===== src/rtl/out_fm_ctrl_pkg.sv =====
// out_fm_ctrl_pkg
// Definitions shared by the out-FM read-side and write-side controllers:
//   - fm_state_t   : controller state encoding. Both controllers use the same
//                    values so debug traces read the same way.
//   - fm_byte_addr : turns (base, channel, row, col) into a byte address for a
//                    row-major [channel][row][col] feature map of 32-bit words.
package out_fm_ctrl_pkg;

    localparam int FM_ADDR_W = 32;

    typedef enum logic [2:0] {
        IDLE   = 3'b000,
        CONFIG = 3'b001,
        WAIT   = 3'b010,
        TRANS  = 3'b011,
        DONE   = 3'b111
    } fm_state_t;

    // The word address wraps modulo 2^FM_ADDR_W. The shift by 2 turns the
    // word address into a byte address for 4-byte words.
    function automatic logic [FM_ADDR_W-1:0] fm_byte_addr(
        input logic [FM_ADDR_W-1:0] base,
        input logic [FM_ADDR_W-1:0] n,
        input logic [FM_ADDR_W-1:0] row,
        input logic [FM_ADDR_W-1:0] col,
        input logic [FM_ADDR_W-1:0] r_dim,
        input logic [FM_ADDR_W-1:0] c_dim
    );
        logic [FM_ADDR_W-1:0] word;
        word = base + n * r_dim * c_dim + row * c_dim + col;
        return word << 2;
    endfunction

endpackage


===== src/rtl/nest2_counter.sv =====
// nest2_counter
// Two nested up-counters. n0 is the inner counter and runs 0..N0_MAX-1. When
// n0 wraps, the outer counter n1 advances and runs 0..N1_MAX-1.
//   clk, rst (async, active-low)
//   en    : advance by one position
//   clr   : synchronous clear; takes priority over en
//   n1/n0 : outer/inner count
//   last  : high while at position (N1_MAX-1, N0_MAX-1)
module nest2_counter #(
    parameter int W      = 16,
    parameter int N1_MAX = 16,
    parameter int N0_MAX = 64
) (
    input  logic         clk,
    input  logic         rst,
    input  logic         en,
    input  logic         clr,
    output logic [W-1:0] n1,
    output logic [W-1:0] n0,
    output logic         last
);

    logic n0_wrap;
    logic n1_wrap;

    assign n0_wrap = (n0 == W'(N0_MAX - 1));
    assign n1_wrap = (n1 == W'(N1_MAX - 1));
    assign last    = n0_wrap & n1_wrap;

    always_ff @(posedge clk or negedge rst) begin
        if (!rst) begin
            n1 <= '0;
            n0 <= '0;
        end else if (clr) begin
            n1 <= '0;
            n0 <= '0;
        end else if (en) begin
            if (n0_wrap) begin
                n0 <= '0;
                n1 <= n1_wrap ? '0 : n1 + W'(1);
            end else begin
                n0 <= n0 + W'(1);
            end
        end
    end

endmodule


===== src/rtl/wmst_out_fm_ctrl.sv =====
// wmst_out_fm_ctrl
// Write-master controller that stores one output-feature-map tile from the
// output FIFO to external memory. For each channel tm (outer loop) and each
// row tr (inner loop) of the tile, it issues one burst of up to Tc words.
//   clk, rst           : clock, asynchronous active-low reset
//   store_start        : level request; sampled only in IDLE
//   store_done         : one-cycle pulse after the tile's last burst
//   param_waddr/iolen  : registered burst byte address / word length
//   store_trans_start  : one-cycle burst launch pulse
//   store_trans_done   : burst completion pulse from the write master
//   store_fifo_cnt     : words currently held in the output FIFO
//   tile_base_m/row/col: tile origin in the output feature map
// Optional build macro WMST_STALL_CNT_EN adds the output stall_cycles. It
// counts the cycles spent in WAIT while the FIFO does not hold a full row.
module wmst_out_fm_ctrl
    import out_fm_ctrl_pkg::*;
#(
    parameter int AW          = 12,
    parameter int CW          = 16,
    parameter int DW          = 32,
    parameter int M           = 32,
    parameter int R           = 64,
    parameter int C           = 32,
    parameter int Tm          = 16,
    parameter int Tr          = 64,
    parameter int Tc          = 16,
    parameter int OUT_FM_BASE = 0
) (
    input  logic          clk,
    input  logic          rst,
    input  logic          store_start,
    output logic          store_done,
    output logic [DW-1:0] param_waddr,
    output logic [AW-1:0] param_iolen,
    output logic          store_trans_start,
    input  logic          store_trans_done,
    input  logic [AW-1:0] store_fifo_cnt,
    input  logic [CW-1:0] tile_base_m,
    input  logic [CW-1:0] tile_base_row,
    input  logic [CW-1:0] tile_base_col
`ifdef WMST_STALL_CNT_EN
    ,
    output logic [31:0]   stall_cycles
`endif
);

    fm_state_t     state;
    logic [CW-1:0] tm;
    logic [CW-1:0] tr;
    logic          last_pos;
    logic          skip;
    logic          ready;
    logic          cnt_en;
    logic [CW-1:0] col_left;
    logic [CW-1:0] len_w;
    logic [AW-1:0] len;
    logic [DW-1:0] waddr_calc;

    // The last tile in a row may be narrower than Tc.
    assign col_left = CW'(C) - tile_base_col;
    assign len_w    = (col_left < CW'(Tc)) ? col_left : CW'(Tc);
    assign len      = AW'(len_w);
    assign ready    = (store_fifo_cnt >= len);

    // Positions that fall past the feature-map edge do not issue a burst.
    assign skip = ((32'(tile_base_row) + 32'(tr)) >= 32'(R)) ||
                  ((32'(tile_base_m)   + 32'(tm)) >= 32'(M));

    assign waddr_calc = DW'(fm_byte_addr(32'(OUT_FM_BASE),
                                         32'(tile_base_m) + 32'(tm),
                                         32'(tile_base_row) + 32'(tr),
                                         32'(tile_base_col),
                                         32'(R), 32'(C)));

    // The counter holds at the last position. The IDLE-side store_done pulse
    // then clears it for the next tile.
    assign cnt_en = ~last_pos & (((state == WAIT) & skip) | (state == DONE));

    nest2_counter #(
        .W      (CW),
        .N1_MAX (Tm),
        .N0_MAX (Tr)
    ) u_pos_cnt (
        .clk  (clk),
        .rst  (rst),
        .en   (cnt_en),
        .clr  (store_done),
        .n1   (tm),
        .n0   (tr),
        .last (last_pos)
    );

    always_ff @(posedge clk or negedge rst) begin
        if (!rst) begin
            state             <= IDLE;
            store_done        <= 1'b0;
            store_trans_start <= 1'b0;
            param_waddr       <= '0;
            param_iolen       <= '0;
        end else begin
            store_done        <= 1'b0;
            store_trans_start <= 1'b0;
            case (state)
                IDLE: begin
                    if (store_start)
                        state <= WAIT;
                end
                WAIT: begin
                    if (skip) begin
                        if (last_pos)
                            state <= DONE;
                    end else if (ready) begin
                        state <= CONFIG;
                    end
                end
                CONFIG: begin
                    param_waddr       <= waddr_calc;
                    param_iolen       <= len;
                    store_trans_start <= 1'b1;
                    state             <= TRANS;
                end
                TRANS: begin
                    if (store_trans_done)
                        state <= DONE;
                end
                DONE: begin
                    if (last_pos) begin
                        store_done <= 1'b1;
                        state      <= IDLE;
                    end else begin
                        state <= WAIT;
                    end
                end
                default: state <= IDLE;
            endcase
        end
    end

`ifdef WMST_STALL_CNT_EN
    function automatic logic [31:0] sat_inc32(input logic [31:0] v);
        return (v == '1) ? v : v + 32'd1;
    endfunction

    always_ff @(posedge clk or negedge rst) begin
        if (!rst)
            stall_cycles <= '0;
        else if ((state == IDLE) && store_start)
            stall_cycles <= '0;
        else if ((state == WAIT) && !skip && !ready)
            stall_cycles <= sat_inc32(stall_cycles);
    end
`endif

endmodule


===== config.mk =====
export PLATFORM = sky130hd
export DESIGN_NAME = wmst_out_fm_ctrl
export DESIGN_NICKNAME = d
export VERILOG_FILES = /design/src/rtl/out_fm_ctrl_pkg.sv /design/src/rtl/nest2_counter.sv /design/src/rtl/wmst_out_fm_ctrl.sv
export SDC_FILE = /design/constraint.sdc
export NUM_CORES = 1
export LEC_CHECK = 0
export ABC_CLOCK_PERIOD_IN_PS = 11500
export BUFFER_PORTS_ARGS = -buffer_cell sky130_fd_sc_hd__clkbuf_2
export CORE_ASPECT_RATIO = 1.4
export CORE_MARGIN = 2
export CORE_UTILIZATION = 60
export DETAILED_ROUTE_END_ITERATION = 10
export PLACE_DENSITY = 0.83
export REMOVE_ABC_BUFFERS = 1
export SETUP_SLACK_MARGIN = 0.02
export SLEW_MARGIN = 20
export SYNTH_ARGS = -nofsm -noshare
export SYNTH_HDL_FRONTEND = slang
export SYNTH_SLANG_ARGS = --single-unit

===== constraint.sdc =====
create_clock -name clk -period 11.5 [get_ports clk]
set_clock_uncertainty 0.1 [all_clocks]
set_input_delay 0.575 -clock clk [delete_from_list [all_inputs] [get_ports clk]]
set_output_delay 0.575 -clock clk [all_outputs]
set_load 0.05 [all_outputs]

==> results of run 1 <==
==> state kept, by name, indices dropped and copies added, names as in the netlist <==
register / count
u_pos_cnt.n1: 16
store_trans_start: 1
param_waddr: 29
param_iolen: 12
state: 3
u_pos_cnt.n0: 16
store_done: 1
==> worst min-delay path by stage <==
| stage | from | to | slack, ns | depth (start not counted) |
|---|---|---|---|---|
| final | rst | param_iolen[4] | 0.17 | 1 |
| after global routing | rst | param_iolen[4] | 0.25 | 1 |
| after CTS | rst | param_iolen[4] | 0.35 | 1 |
| after detailed placement | param_waddr[14] | param_waddr[14] | 0.36 | 2 |
| after global placement | param_waddr[5] | param_waddr[5] | 0.36 | 2 |
| after floorplan | rst | param_iolen[0] | 0.18 | 0 |
==> through the flow <==
| stage | util [%] | cell area, um2 |
|---|---|---|
| CTS | 69.5 | 8260 |
| finish | 69.5 | 8260 |
| global route | 69.5 | 8260 |
| global placement | 66.8 | 7930 |
| floorplan | - | 7170 |
| detailed placement | 66.8 | 7930 |
==> logic make-up after synthesis <==
| kind of cell | after synthesis | synth area share, % |
|---|---|---|
| AOI/OAI and AO/OA | 245 | 22.4 |
| xor gates and xnor gates | 35 | 4.19 |
| adders and majority gates | 84 | 15.2 |
| buffers and inverters | 76 | 4.50 |
| DFF | 78 | 26.7 |
| muxes | 13 | 1.88 |
| other | 2 | 0.103 |
| and+or+nand+nor | 361 | 25.0 |
==> worst reg2reg max path: stages (launching register included) <==
cell and delay [ns]:
dfrtp_1 0.44, ha_1 0.23, inv_1 0.06, fa_1 0.39
nand2b_1 0.18, a21o_1 0.22, nor2b_1 0.17, xnor2_1 0.21
inv_1 0.09, fa_1 0.50, inv_1 0.04, ha_1 0.24
a2111oi_0 0.63, o31ai_1 0.22, o41ai_1 0.54, o21ai_0 0.27
o41ai_1 0.48, nor3_1 0.12, xnor2_1 0.14, o21ai_1 0.15
==> Yosys cell counts (all sizes together), types with 11 or more instances <==
master / n
nand2: 103
inv: 42
clkbuf: 23
a211oi: 12
nor2: 68
a31oi: 11
or3: 14
nand2b: 19
buf: 11
nand3: 30
nor4: 12
dfrtp: 78
a21oi: 44
o211ai: 11
o21ai: 83
nor2b: 29
xnor2: 29
and3: 11
nor3: 27
ha: 76
==> layout make-up <==
class	instances	share of cell area (%)
clock buffers	11	2.94
well taps	147	2.23
clock inverters	5	0.985
flip-flops and latches	78	23.6
multi-input cells	748	61.3
inverters	42	1.91
repair buffers	112	7.04
==> routing by layer <==
layer	track usage, %	vias to the layer above	share of wire, %	wire [um]
met5	0	-	0	0
met4	10.7	0	2.5	477
met3	3.31	37	5.4	1020
met2	52.6	249	51	9580
met1	36.7	3320	41	7760
li1	-	3470	-	-
==> power by group <==
part | internal, W | leakage [nW] | total [W] | switching [W]
logic | 0.000335 | 2.85 | 0.000955 | 0.000620
clock network | 0.000197 | 0.156 | 0.000314 | 0.000117
registers | 0.000346 | 0.900 | 0.000398 | 0.0000515
==> cell usage in the layout (no fill, tap or decap), types with 7 or more instances in the layout <==
cell type | Yosys | routed
nand4_1 | 10 | 10
a211oi_1 | 9 | 9
nor3_1 | 26 | 26
nor4_1 | 12 | 12
nand2_1 | 102 | 102
a21oi_1 | 43 | 43
clkbuf_16 | 0 | 9
inv_1 | 42 | 42
clkbuf_2 | 0 | 105
xnor2_1 | 29 | 29
o211ai_1 | 10 | 10
o2111ai_1 | 8 | 8
a21o_1 | 9 | 9
nor2_1 | 67 | 67
ha_1 | 76 | 76
o21ai_0 | 58 | 58
or3_1 | 14 | 14
fa_1 | 8 | 8
o21a_1 | 9 | 9
nor2b_1 | 28 | 28
nand3_1 | 30 | 30
conb_1 | 2 | 10
and2_1 | 9 | 9
nand2b_1 | 19 | 19
dfrtp_1 | 78 | 78
and3_1 | 11 | 11
a22o_1 | 8 | 8
a31oi_1 | 11 | 11
a211o_1 | 8 | 8
o21ai_1 | 25 | 25
mux2i_1 | 7 | 7
==> results.toml, run 1 <==
[timing]
max_clock_freq_ghz = 0.182
max-slew-margin-rel_pct = 35.6
hold_violations = 0
hold_ws_ns = 0.170
fin_crit_sh_pct = 47.7
postLayoutSetupSlackWorst_ns = 6.01
setup_tns_ns = 0
drv_slew = 0
setup_viol = 0
rsz0062_at_grt = "no"
period_needed_ns = 5.49
tightest_slew_ns = 0.962

[layout]
instances_no_fill = 1143
num_antenna_cells = 0
areaGrowthSynthToFinish_pct = 13.0
fin_nets = 1139
register_area_um2 = 1950
drive_above_1_share_pct = 14.9
multiInputGateArea_um2 = 5060
fill_cells = 1016

[cts]
cts_setup_buffers = 0
cts_tree = "yes"
postCtsResizedCells = 0
numCtsBuffers = 9
insertion_delay_ns = 0.34
clk_pin_slew_ns = 0.06
holdBufCountCts = 0
cts.htree.levels = 3
cts_max_path_buffers = 2
clockRootBuffer = "clkbuf_16"
clock_sinks = 78

[logic_synthesis]
netlist_instances = 894
synth_largest_area_cell = "dfrtp_1"
synth_edf_count = 0
synth_area_um2 = 7310
yosysWarnings = 0
synth_top_cell_area_share_pct = 26.7
synth_cell_type_count = 76
synth_area_leaders = "dfrtp_1, ha_1, nand2_1"
synth_area_per_cell_um2 = 8.18
ys_seq_area_share_pct = 26.7
async_flop_share_pct = 100
synth_seq_cells = 78
synth_flop_cell = "dfrtp_1"

[critical_path]
cp.depth = 19
cpPeakStageDelay_ns = 0.63
r2r-start = "u_pos_cnt.n0[0]"
reg2reg_depth = 19
slowest_stage = "a2111oi_0"
reg2reg_setup_slack_ns = 6.01
crit_buf_inv = 3
worstSetupStartpointType = "flop"
crit_type = "flop to flop"
crit_required_ns = 11.67
crit_top_cell = "inv_1"
cp_cell_sequence = "ha_1 -> inv_1 -> fa_1 -> nand2b_1 -> a21o_1 -> nor2b_1 -> xnor2_1 -> inv_1 -> fa_1 -> inv_1 -> ha_1 -> a2111oi_0 -> o31ai_1 -> o41ai_1 -> o21ai_0 -> o41ai_1 -> nor3_1 -> xnor2_1 -> o21ai_1"
critPathCapture = "param_waddr[28]"
critical_path.endpoint_type = "flop"
cp_data_arrival_time_ns = 5.66
reg2reg_to = "param_waddr[28]"
crit_path_max_fanout = 6
crit_family = "compound AO/OA/AOI/OAI gates"
crit_start = "u_pos_cnt.n0[0]"

[grt]
grtUsageTotal_pct = 29.4
grt_pass1_wl_um = 32100
grt_max_degree = 79
grt-ovfl-total = 0
grt_pass1_vias = 6911
antenna_found_initial = 0

[run]
maxCapViolCount = 0

[run_status]
status = "complete, no violations"

[die]
die_w_um = 97.3
fp.coreArea_um2 = 11900
rows = 47
dieArea_um2 = 13100
die_y_um = 135
initial_core_util_pct = 61.5
io_pins = 110

[place]
gp_congestion = 0.870
placed_cells = 1127
pre_cts_ws_ns = 5.86
port_buffers = 106
dpl.hpwl_um = 14200

[power]
peakVddDrop_uv = 106
cellPowerDensity_nw_per_um2 = 202
power.leakage_nw = 3.91
finalPower_w = 0.00167

[drt]
drc = 0
first_iter_violations = 366
wl_per_cell_um = 16.5
drt-total-wl_um = 18800
firstDrtPassIters = 6
via_per_inst = 6.19
ant_nets = 0
vias = 7076

[hold_path]
hold_class = "primary input to async pin"
Note: power is estimated with default switching activity, not from simulation.
==> run 2, diff against run 1 <==
--- a/config.mk
+++ b/config.mk
@@ -5,13 +5,13 @@
 export SDC_FILE = /design/constraint.sdc
 export NUM_CORES = 1
 export LEC_CHECK = 0
-export ABC_CLOCK_PERIOD_IN_PS = 11500
+export ABC_CLOCK_PERIOD_IN_PS = 5100
 export BUFFER_PORTS_ARGS = -buffer_cell sky130_fd_sc_hd__clkbuf_2
 export CORE_ASPECT_RATIO = 1.4
 export CORE_MARGIN = 2
-export CORE_UTILIZATION = 60
+export CORE_UTILIZATION = 59
 export DETAILED_ROUTE_END_ITERATION = 10
-export PLACE_DENSITY = 0.83
+export PLACE_DENSITY = 0.82
 export REMOVE_ABC_BUFFERS = 1
 export SETUP_SLACK_MARGIN = 0.02
 export SLEW_MARGIN = 20
==> constraint.sdc (replaced) <==
create_clock -name clk -period 5.1 [get_ports clk]
set_clock_uncertainty 0.1 [all_clocks]
set_input_delay 0.255 -clock clk [delete_from_list [all_inputs] [get_ports clk]]
set_output_delay 0.255 -clock clk [all_outputs]
set_load 0.05 [all_outputs]
==> run 2 against run 1 <==
Count of clock-buffer cells in the layout is 1 lower. Sequential share of layout area fell by 0.45 points. Sequential power grew 120%. Combinational power up 150%. Fmax grew 15%. Design area is 2.0% higher. Die area increased by 1.6%. Non-clock buffer count rose by 10. Core utilization is 0.46 points lower. Register-to-register slack got worse by 5.7 ns. Clock power up 120%. Global-route usage decreased by 0.72 points.
==> results.toml, run 2 (same netlist as run 1, synthesis figures left out) <==
[cts]
insertion_delay_ns = 0.34
clockRootBuffer = "clkbuf_16"
cts_max_path_buffers = 2
cts.htree.levels = 3
clk_pin_slew_ns = 0.06
clock_sinks = 78
cts_tree = "yes"
numCtsBuffers = 9

[grt]
grt_pass1_vias = 6864
antenna_found_initial = 0
grt-ovfl-total = 0
grt_max_degree = 79
grt_pass1_wl_um = 31500
grtUsageTotal_pct = 28.7

[layout]
reg_top3 = "param_waddr: 29 flops, u_pos_cnt.n0: 16 flops, u_pos_cnt.n1: 16 flops"
drive_above_1_share_pct = 16.8
final_common_cell = "clkbuf_2"
areaGrowthSynthToFinish_pct = 15.2
utilization_pct = 69.1
fill_cells = 1011
num_antenna_cells = 0
fin_nets = 1149
final_cell_mix = "clkbuf_2, nand2_1, dfrtp_1"
instances_no_fill = 1154
largest_reg_flops = 29
regMostFlops = "param_waddr"

[critical_path]
crit_start = "u_pos_cnt.n0[0]"
cp_data_arrival_time_ns = 4.87
worstSetupStartpointType = "flop"
r2r-start = "u_pos_cnt.n0[0]"
crit_path_max_fanout = 6
crit_type = "flop to flop"
crit_required_ns = 5.21
critical_path.endpoint_type = "flop"

[die]
dieArea_um2 = 13300
io_pins = 110
die_y_um = 136
initial_core_util_pct = 60.0
fp.coreArea_um2 = 12200
die_w_um = 98.1
rows = 48

[power]
peakVddDrop_uv = 247
finalPower_w = 0.00393
power.leakage_nw = 3.97
cellPowerDensity_nw_per_um2 = 467

[timing]
max_clock_freq_ghz = 0.210
setup_viol = 0
max-slew-margin-rel_pct = 43.5
drv_slew = 0
hold_violations = 0
rsz0062_at_grt = "no"
period_needed_ns = 4.76
fin_crit_sh_pct = 93.4
tightest_slew_ns = 0.844
hold_ws_ns = 0.0486

[run]
maxCapViolCount = 0

[place]
port_buffers = 106
dpl.hpwl_um = 14500
placed_cells = 1136
gp_congestion = 0.908

[drt]
firstDrtPassIters = 5
drt-total-wl_um = 19100
first_iter_violations = 357
wl_per_cell_um = 16.6
vias = 7142
drc = 0
ant_nets = 0
via_per_inst = 6.19

[hold_path]
worstHoldStart = "tile_base_col[4]"
hold_class = "primary input to flop"

[run_status]
status = "complete, no violations"
-- run 2: changes by cell type in the layout (fill, tap and decap cells not counted), moves of 2 or more --
cell / previous run / this run
buf_4: 6 / 15
ha_1: 76 / 74
o21ai_0: 58 / 56
o21ai_2: 0 / 2
o41ai_1: 3 / 1
o41ai_2: 0 / 2
-- run 2: area by class of cell --
class | count | area [um2] | area share [%]
Tap cell | 150 | 188 | 2.23
Multi-Input combinational cell | 748 | 5150 | 61.2
Sequential cell | 78 | 1950 | 23.2
Clock inverter | 4 | 72.6 | 0.862
Timing Repair Buffer | 122 | 659 | 7.83
Clock buffer | 10 | 239 | 2.84
Inverter | 42 | 158 | 1.87
-- run 2: per-layer routing --
metal  up-vias  part of all wire, %  track usage, %
met3        67                  5.6            3.77
met5         -                    0               0
met4         0                  4.3            13.8
met2       273                   49            50.3
li1       3475                    -               -
met1      3327                   41            34.6
-- run 2: worst paths after layout --
| kind | to | slack [ns] | cells after the start |
|---|---|---|---|
| worst max-delay path | param_waddr[28] | 0.34 | 20 |
| worst min-delay path | param_waddr[6] | 0.05 | 3 |
| max in group asynchronous | param_iolen[8] | 4.00 | 2 |
| worst max register to register | param_waddr[28] | 0.34 | 20 |
| worst min register to register | param_waddr[14] | 0.37 | 2 |
| min in group asynchronous | param_iolen[3] | 0.42 | 2 |
-- run 2: metrics by stage --
step                TNS, ns  cell area (um2)  worst slack [ns]
detailed placement   -0.302             7980            -0.151
floorplan                 0             7170             0.269
finish                    0             8420             0.337
global placement          0             7980            0.0669
CTS                       0             8300            0.0691
global route              0             8420            0.0368
-- run 2: power breakdown --
| part | switching (W) | total [W] | leakage, nW | internal (W) |
|---|---|---|---|---|
| logic | 0.00149 | 0.00235 | 2.92 | 0.000855 |
| registers | 0.000114 | 0.000895 | 0.900 | 0.000781 |
| clock network | 0.000250 | 0.000685 | 0.150 | 0.000435 |
| total | 0.00186 | 0.00393 | 3.97 | 0.00207 |
-- run 2: repair_timing --
item,in CTS,in global routing
setup endpoints to repair,2,7
hold buffers,0,1
resized for setup,1,18
endpoints found under the hold margin,0,78
pin swaps,0,3
setup buffers,0,3
gates cloned,0,0
-- run 2: worst max-delay path: stages (launching register included) --
cell      delay [ns]
dfrtp_1         0.35
ha_2            0.19
inv_1           0.06
fa_2            0.34
nand2b_1        0.17
a21o_1          0.23
a211oi_2        0.22
mux2i_1         0.10
or4_4           0.58
fa_1            0.58
ha_4            0.23
o21ai_0         0.10
o31ai_2         0.13
o41ai_2         0.29
buf_4           0.17
o21ai_2         0.08
o41ai_2         0.28
buf_4           0.18
nor3_2          0.04
xnor2_1         0.15
o21ai_1         0.07
